==> src/rtl/sfx_speaker_mixer.sv <==
// sfx_speaker_mixer
// Speaker output stage: plays short fight sound effects (PUNCH, HIT, KO)
// from a built-in segment table and otherwise passes the 1-bit background
// music through. While an effect plays, the music is fully ducked.
// Optional feature: define SFX_PWM_VOL_EN to gate the output with an 8-bit
// PWM carrier controlled by `volume`; without it the gate is always open.
`timescale 1ns/1ps

module sfx_speaker_mixer #(
  parameter int unsigned MS_CYCLES = 100000,
  parameter int unsigned GAP_MS    = 5
) (
  input  logic       clk,
  input  logic       reset,
  input  logic       bgm_in,
  input  logic       bgm_en,
  input  logic [1:0] sfx_trig,
  input  logic [2:0] volume,
  output logic       speaker,
  output logic       sfx_busy,
  output logic       sfx_done
);

  typedef enum logic [1:0] {
    IDLE = 2'd0,
    PLAY = 2'd1,
    GAP  = 2'd2
  } state_e;

  // Tone half-periods are expressed in quarter-milliseconds.
  localparam int unsigned Q          = MS_CYCLES / 4;
  localparam logic [31:0] GAP_CYCLES = GAP_MS * MS_CYCLES;

  state_e      state_q, state_d;
  logic [1:0]  effect_q, effect_d;
  logic [1:0]  seg_q, seg_d;
  logic [31:0] durCnt_q, durCnt_d;
  logic [31:0] hpCnt_q, hpCnt_d;
  logic        tone_q, tone_d;
  logic        done_q, done_d;
  logic        bgmMeta_q, bgmSync_q;
  logic        speaker_q;

  logic [3:0]  segHpQ;
  logic [7:0]  segMs;
  logic        segLast;
  logic [31:0] hpCycles, durCycles;
  logic        durDone, gapDone, hpDone;
  logic        startNew;
  logic        mix;
  logic        pwmGate;

  // Segment table: half-period (in Q units), duration (ms) and last-segment flag for the current effect.
  always_comb begin
    segHpQ  = 4'd1;
    segMs   = 8'd30;
    segLast = 1'b1;
    case ({effect_q, seg_q})
      4'b01_00: begin segHpQ = 4'd1; segMs = 8'd30;  segLast = 1'b0; end
      4'b01_01: begin segHpQ = 4'd2; segMs = 8'd30;  segLast = 1'b1; end
      4'b10_00: begin segHpQ = 4'd2; segMs = 8'd40;  segLast = 1'b0; end
      4'b10_01: begin segHpQ = 4'd4; segMs = 8'd60;  segLast = 1'b1; end
      4'b11_00: begin segHpQ = 4'd2; segMs = 8'd100; segLast = 1'b0; end
      4'b11_01: begin segHpQ = 4'd4; segMs = 8'd100; segLast = 1'b0; end
      4'b11_10: begin segHpQ = 4'd8; segMs = 8'd200; segLast = 1'b1; end
      default:  begin segHpQ = 4'd1; segMs = 8'd30;  segLast = 1'b1; end
    endcase
  end

  assign hpCycles  = 32'(segHpQ) * Q;
  assign durCycles = 32'(segMs) * MS_CYCLES;
  assign durDone   = (durCnt_q == durCycles - 32'd1);
  assign gapDone   = (durCnt_q == GAP_CYCLES - 32'd1);
  assign hpDone    = (hpCnt_q == hpCycles - 32'd1);

  // FSM state and effect datapath registers.
  always_ff @(posedge clk or posedge reset) begin
    if (reset) begin
      state_q  <= IDLE;
      effect_q <= 2'd0;
      seg_q    <= 2'd0;
      durCnt_q <= 32'd0;
      hpCnt_q  <= 32'd0;
      tone_q   <= 1'b0;
      done_q   <= 1'b0;
    end else begin
      state_q  <= state_d;
      effect_q <= effect_d;
      seg_q    <= seg_d;
      durCnt_q <= durCnt_d;
      hpCnt_q  <= hpCnt_d;
      tone_q   <= tone_d;
      done_q   <= done_d;
    end
  end

  // Next-state logic: segment sequencing, tone generation, pre-emption and the done pulse.
  always_comb begin
    state_d  = state_q;
    effect_d = effect_q;
    seg_d    = seg_q;
    durCnt_d = durCnt_q + 32'd1;
    hpCnt_d  = 32'd0;
    tone_d   = 1'b0;
    done_d   = 1'b0;
    startNew = 1'b0;
    case (state_q)
      IDLE: begin
        durCnt_d = 32'd0;
        if (sfx_trig != 2'b00) startNew = 1'b1;
      end
      PLAY: begin
        if (durDone && segLast) begin
          done_d   = 1'b1;
          durCnt_d = 32'd0;
          if (sfx_trig != 2'b00) startNew = 1'b1;
          else state_d = IDLE;
        end else if (sfx_trig > effect_q) begin
          startNew = 1'b1;
        end else if (durDone) begin
          state_d  = GAP;
          durCnt_d = 32'd0;
        end else begin
          hpCnt_d = hpDone ? 32'd0 : hpCnt_q + 32'd1;
          tone_d  = hpDone ? ~tone_q : tone_q;
        end
      end
      GAP: begin
        if (sfx_trig > effect_q) begin
          startNew = 1'b1;
        end else if (gapDone) begin
          state_d  = PLAY;
          seg_d    = seg_q + 2'd1;
          durCnt_d = 32'd0;
        end
      end
      default: begin
        state_d  = IDLE;
        durCnt_d = 32'd0;
      end
    endcase
    if (startNew) begin
      state_d  = PLAY;
      effect_d = sfx_trig;
      seg_d    = 2'd0;
      durCnt_d = 32'd0;
      hpCnt_d  = 32'd0;
      tone_d   = 1'b0;
    end
  end

  assign sfx_busy = (state_q != IDLE);
  assign sfx_done = done_q;
  assign speaker  = speaker_q;

  // Output mix: the effect tone fully replaces the gated music while busy.
  always_comb begin
    mix = sfx_busy ? tone_q : (bgmSync_q & bgm_en);
  end

  // Two-flop synchroniser for the asynchronous music input.
  always_ff @(posedge clk or posedge reset) begin
    if (reset) begin
      bgmMeta_q <= 1'b0;
      bgmSync_q <= 1'b0;
    end else begin
      bgmMeta_q <= bgm_in;
      bgmSync_q <= bgmMeta_q;
    end
  end

  // Registered speaker drive so the pin never sees combinational glitches.
  always_ff @(posedge clk or posedge reset) begin
    if (reset) speaker_q <= 1'b0;
    else       speaker_q <= mix & pwmGate;
  end

`ifdef SFX_PWM_VOL_EN
  logic [7:0] pwmCnt_q;

  // Free-running PWM carrier; the top three bits set an eight-step duty.
  always_ff @(posedge clk or posedge reset) begin
    if (reset) pwmCnt_q <= 8'd0;
    else       pwmCnt_q <= pwmCnt_q + 8'd1;
  end

  assign pwmGate = (pwmCnt_q[7:5] <= volume);
`else
  logic unusedVolume;

  assign pwmGate      = 1'b1;
  assign unusedVolume = ^volume;
`endif

endmodule

==> config.mk <==
export PLATFORM = sky130hd
export DESIGN_NAME = sfx_speaker_mixer
export DESIGN_NICKNAME = d
export VERILOG_FILES = /design/src/rtl/sfx_speaker_mixer.sv
export SDC_FILE = /design/constraint.sdc
export NUM_CORES = 1
export LEC_CHECK = 0
export BUFFER_PORTS_ARGS = -buffer_cell sky130_fd_sc_hd__buf_4
export CORE_MARGIN = 1
export CORE_UTILIZATION = 45
export DETAILED_ROUTE_END_ITERATION = 7
export SLEW_MARGIN = 20
export SYNTH_ARGS = -nofsm -noshare
export SYNTH_HDL_FRONTEND = slang
export SYNTH_SLANG_ARGS = --single-unit
==> constraint.sdc <==
create_clock -name clk -period 16.2 [get_ports clk]
set_input_delay 1.62 -clock clk [delete_from_list [all_inputs] [get_ports clk]]
set_output_delay 1.62 -clock clk [all_outputs]
set_load 0.03 [all_outputs]
==> results.md <==
- Placed Cells: 928
- Ys async rst share: 1.000
- DRC: 0
- Grt ovf: 0
- Fill cell count: about 1300
- Setup WS post-layout: about 8.4 ns
- Post-synth EDFFs: 0
- RSZ-0062 raised after global routing: no
- Die X: about 120 µm
- Largest cells by area after synthesis: dfrtp_1 (28%), ha_1 (12%), xor2_1 (8.0%)
- Crit-path max FO: 32
- PortBufs: 8
- DP Worst Slack: roughly 8.4 ns
- Ys Warns: 0
- R2R depth: 23
- CTS Hold Buffers Added: 0
- Fin nets: around 840
- Clock skew: 0.007312 ns
- Post-synth top area share: 0.2827
- WL final: 14560 µm
- IO Pins: 12
- HPWL after DPL: approximately 11000 µm
- Root Driver: clkbuf_16
- Setup crit end: hpCnt_q[28]
- DRT antenna net count: 0
- Avg Cell Area, Syn: 8.724 µm²
- Slew Limit Headroom: 0.5034
- Core Area: roughly 14000 µm²
- Count of different cell masters after synthesis: 75
- Slew Viols, Final: 0
- Worst reg-to-reg setup slack: around 8.4 ns
- Synth Instances: 761
- Area delta synth->final: 7.105%
- Crit end category: flip-flop
- Rows: 44
- CTS Buffer Depth: 2
- Crit path launch: seg_q[0]
- Vias in the first global route: 5089
- Least-Margin Pin Slew: approximately 0.74 ns
- Sequential Area: ~1900 µm²
- Mapped cell area: approximately 6600 µm²
- Insertion delay to the later sink of the worst-skew pair: ~0.35 ns
- Gr usage total: 0.2083
- Fmax: approximately 130 MHz
- R2r endpoint: hpCnt_q[28]
- Iteration-0 DRC Markers: between 200 and 300
- WL/cell: 15.44 µm
- Status: complete, no violations
- Critical path type: flip-flop to flip-flop
- Fin cells: between 900 and 1000
- Setup_tns: 0 ns
- Worst Hold Class: flip-flop to flip-flop
- Die area: 15240 µm²
- Post-CTS setup buffers: 0
- Crit share post-route: 0.4817
- Final estimated routing congestion in global placement: slightly below 0.9
- Initial Util: 0.4585
- Most frequent cell after synthesis: nor2_1
- Via Count: 5249
- Max-cap violations: 0
- Reg clk slew, reported paths: 0.06 ns
- Startpoint Class: flip-flop
- Die H: about 120 µm
- Crit path time final: 7.804 ns
- Initial antenna violation count: 0
- Post-cts resize count: 0
- Largest net degree at the start of global routing: 76
- Worst Path Arrival: 8.02 ns
- First-pass GRT wire length: around 25000 µm
- CTS Buf Count: 9
- Count of state elements after synthesis: 75
- Synth top cells by count: nor2_1 (95), dfrtp_1 (75), ha_1 (66)
- N_diodes: 0
- H-tree levels: 3
- Worst flop-to-flop path startpoint: seg_q[0]
- CTS tree: built
- Hold violation count in the final report: 0
- Vias per std cell: 5.566
- Post-synthesis sequential area ratio: 0.2827
- Setup Viol. Count Final: 0
- Leading area contributor after synthesis: dfrtp_1
- Area of the multi-input gates: 4492 µm²
- Worst Path Required: about 16 ns
- DR pass1 iterations: 4
- Primary FF master, synth: dfrtp_1
- Share of cells above drive strength 1: 0.08432
- CTS Sinks: between 70 and 80
==> cells in the final DEF, fill, tap and decap left out, types with 4 or more instances in the layout <==
| cell type | synthesis | final |
|---|---|---|
| a21o_1 | 9 | 9 |
| or3_1 | 6 | 6 |
| nand2_1 | 61 | 61 |
| clkbuf_16 | 0 | 9 |
| a211oi_1 | 4 | 4 |
| o31ai_1 | 5 | 5 |
| nor2b_1 | 4 | 4 |
| nand4_1 | 18 | 18 |
| a22oi_1 | 4 | 4 |
| o21ai_0 | 20 | 20 |
| a21oi_1 | 20 | 20 |
| fa_1 | 8 | 8 |
| or4_1 | 4 | 4 |
| buf_4 | 6 | 9 |
| a31oi_1 | 7 | 7 |
| xnor2_1 | 59 | 59 |
| nor2_2 | 21 | 21 |
| and2_1 | 8 | 8 |
| inv_1 | 28 | 27 |
| ha_1 | 66 | 66 |
| nor3_1 | 13 | 13 |
| nor2_1 | 95 | 95 |
| dfrtp_1 | 75 | 75 |
| and3_1 | 20 | 20 |
| xor2_1 | 61 | 61 |
| nor4_1 | 12 | 12 |
| nand3_1 | 33 | 33 |
| nand2b_1 | 6 | 6 |
==> critical path, stage by stage, from the launching register on <==
cell and delay, ns:
dfrtp_1 0.41, inv_1 0.09, ha_1 0.40, nor2_2 0.12
a21oi_1 0.51, o21ai_0 0.41, ha_1 0.44, fa_1 0.49
inv_1 0.05, fa_1 0.54, inv_1 0.05, ha_1 0.29
ha_1 0.37, and3_1 0.20, a221o_1 0.40, a21oi_1 0.36
xor2_1 0.15, or3_1 0.32, or3_1 0.46, or4_1 0.53
a31o_1 0.36, or4b_1 0.21, buf_4 0.39, nor2_1 0.10
==> layout make-up <==
type | instances | area share
multi-input combinational | 630 | 0.6317
sequential | 75 | 0.2639
inverter | 29 | 0.01531
clock inverter | 5 | 0.01197
tap | 184 | 0.03238
clock buffer | 10 | 0.03361
timing repair buffer | 10 | 0.01109
==> routing by layer <==
layer / track usage / wire length, µm / up-vias
met5: 0 / 0 / -
met4: 0.07154 / 322 / 0
met3: 0.03552 / 425 / 26
met2: 0.3513 / 6961 / 61
met1: 0.2679 / 6850 / 2526
li1: - / - / 2636
==> flip-flops by register name, indices dropped and copies added (netlist names) <==
name       cells
effect_q       2
tone_q         1
state_q        2
bgmSync_q      1
sfx_done       1
durCnt_q      32
bgmMeta_q      1
hpCnt_q       32
speaker        1
seg_q          2
==> worst min path at each step <==
stage                          from         to  slack [ns]  depth (start not counted)
after floorplan           bgmMeta_q  bgmSync_q        0.33                          0
after global placement    bgmMeta_q  bgmSync_q        0.33                          0
after detailed placement  bgmMeta_q  bgmSync_q        0.34                          0
after CTS                 bgmMeta_q  bgmSync_q        0.35                          0
after global routing      bgmMeta_q  bgmSync_q        0.37                          0
final                     bgmMeta_q  bgmSync_q        0.35                          0
==> stage by stage <==
step	instance area (µm²)	util	hold slack, ns
floorplan	6643	-	0.3312
global placement	6783	0.4685	0.3334
detailed placement	6783	0.4685	0.3379
CTS	7107	0.4908	0.3516
global route	7111	0.4911	0.3725
finish	7111	0.4911	0.3506
==> cell families (layout without fill, tap and decap cells) <==
kind of cell / count (synthesis) / in the layout / synth area share
AO/OA/AOI/OAI: 106 / 106 / 0.1112
adder cells (fa/ha/maj): 74 / 74 / 0.1485
XOR/XNOR: 120 / 120 / 0.1583
AND/OR/NAND/NOR: 323 / 323 / 0.2495
flip-flops: 75 / 75 / 0.2827
buffers and inverters: 57 / 54 / 0.04127
other: 1 / 2 / 0.0005649
multiplexers: 5 / 5 / 0.007916
Power is not shown: default switching activity piles up to over one toggle a cycle in this logic, so the estimate is an artifact.
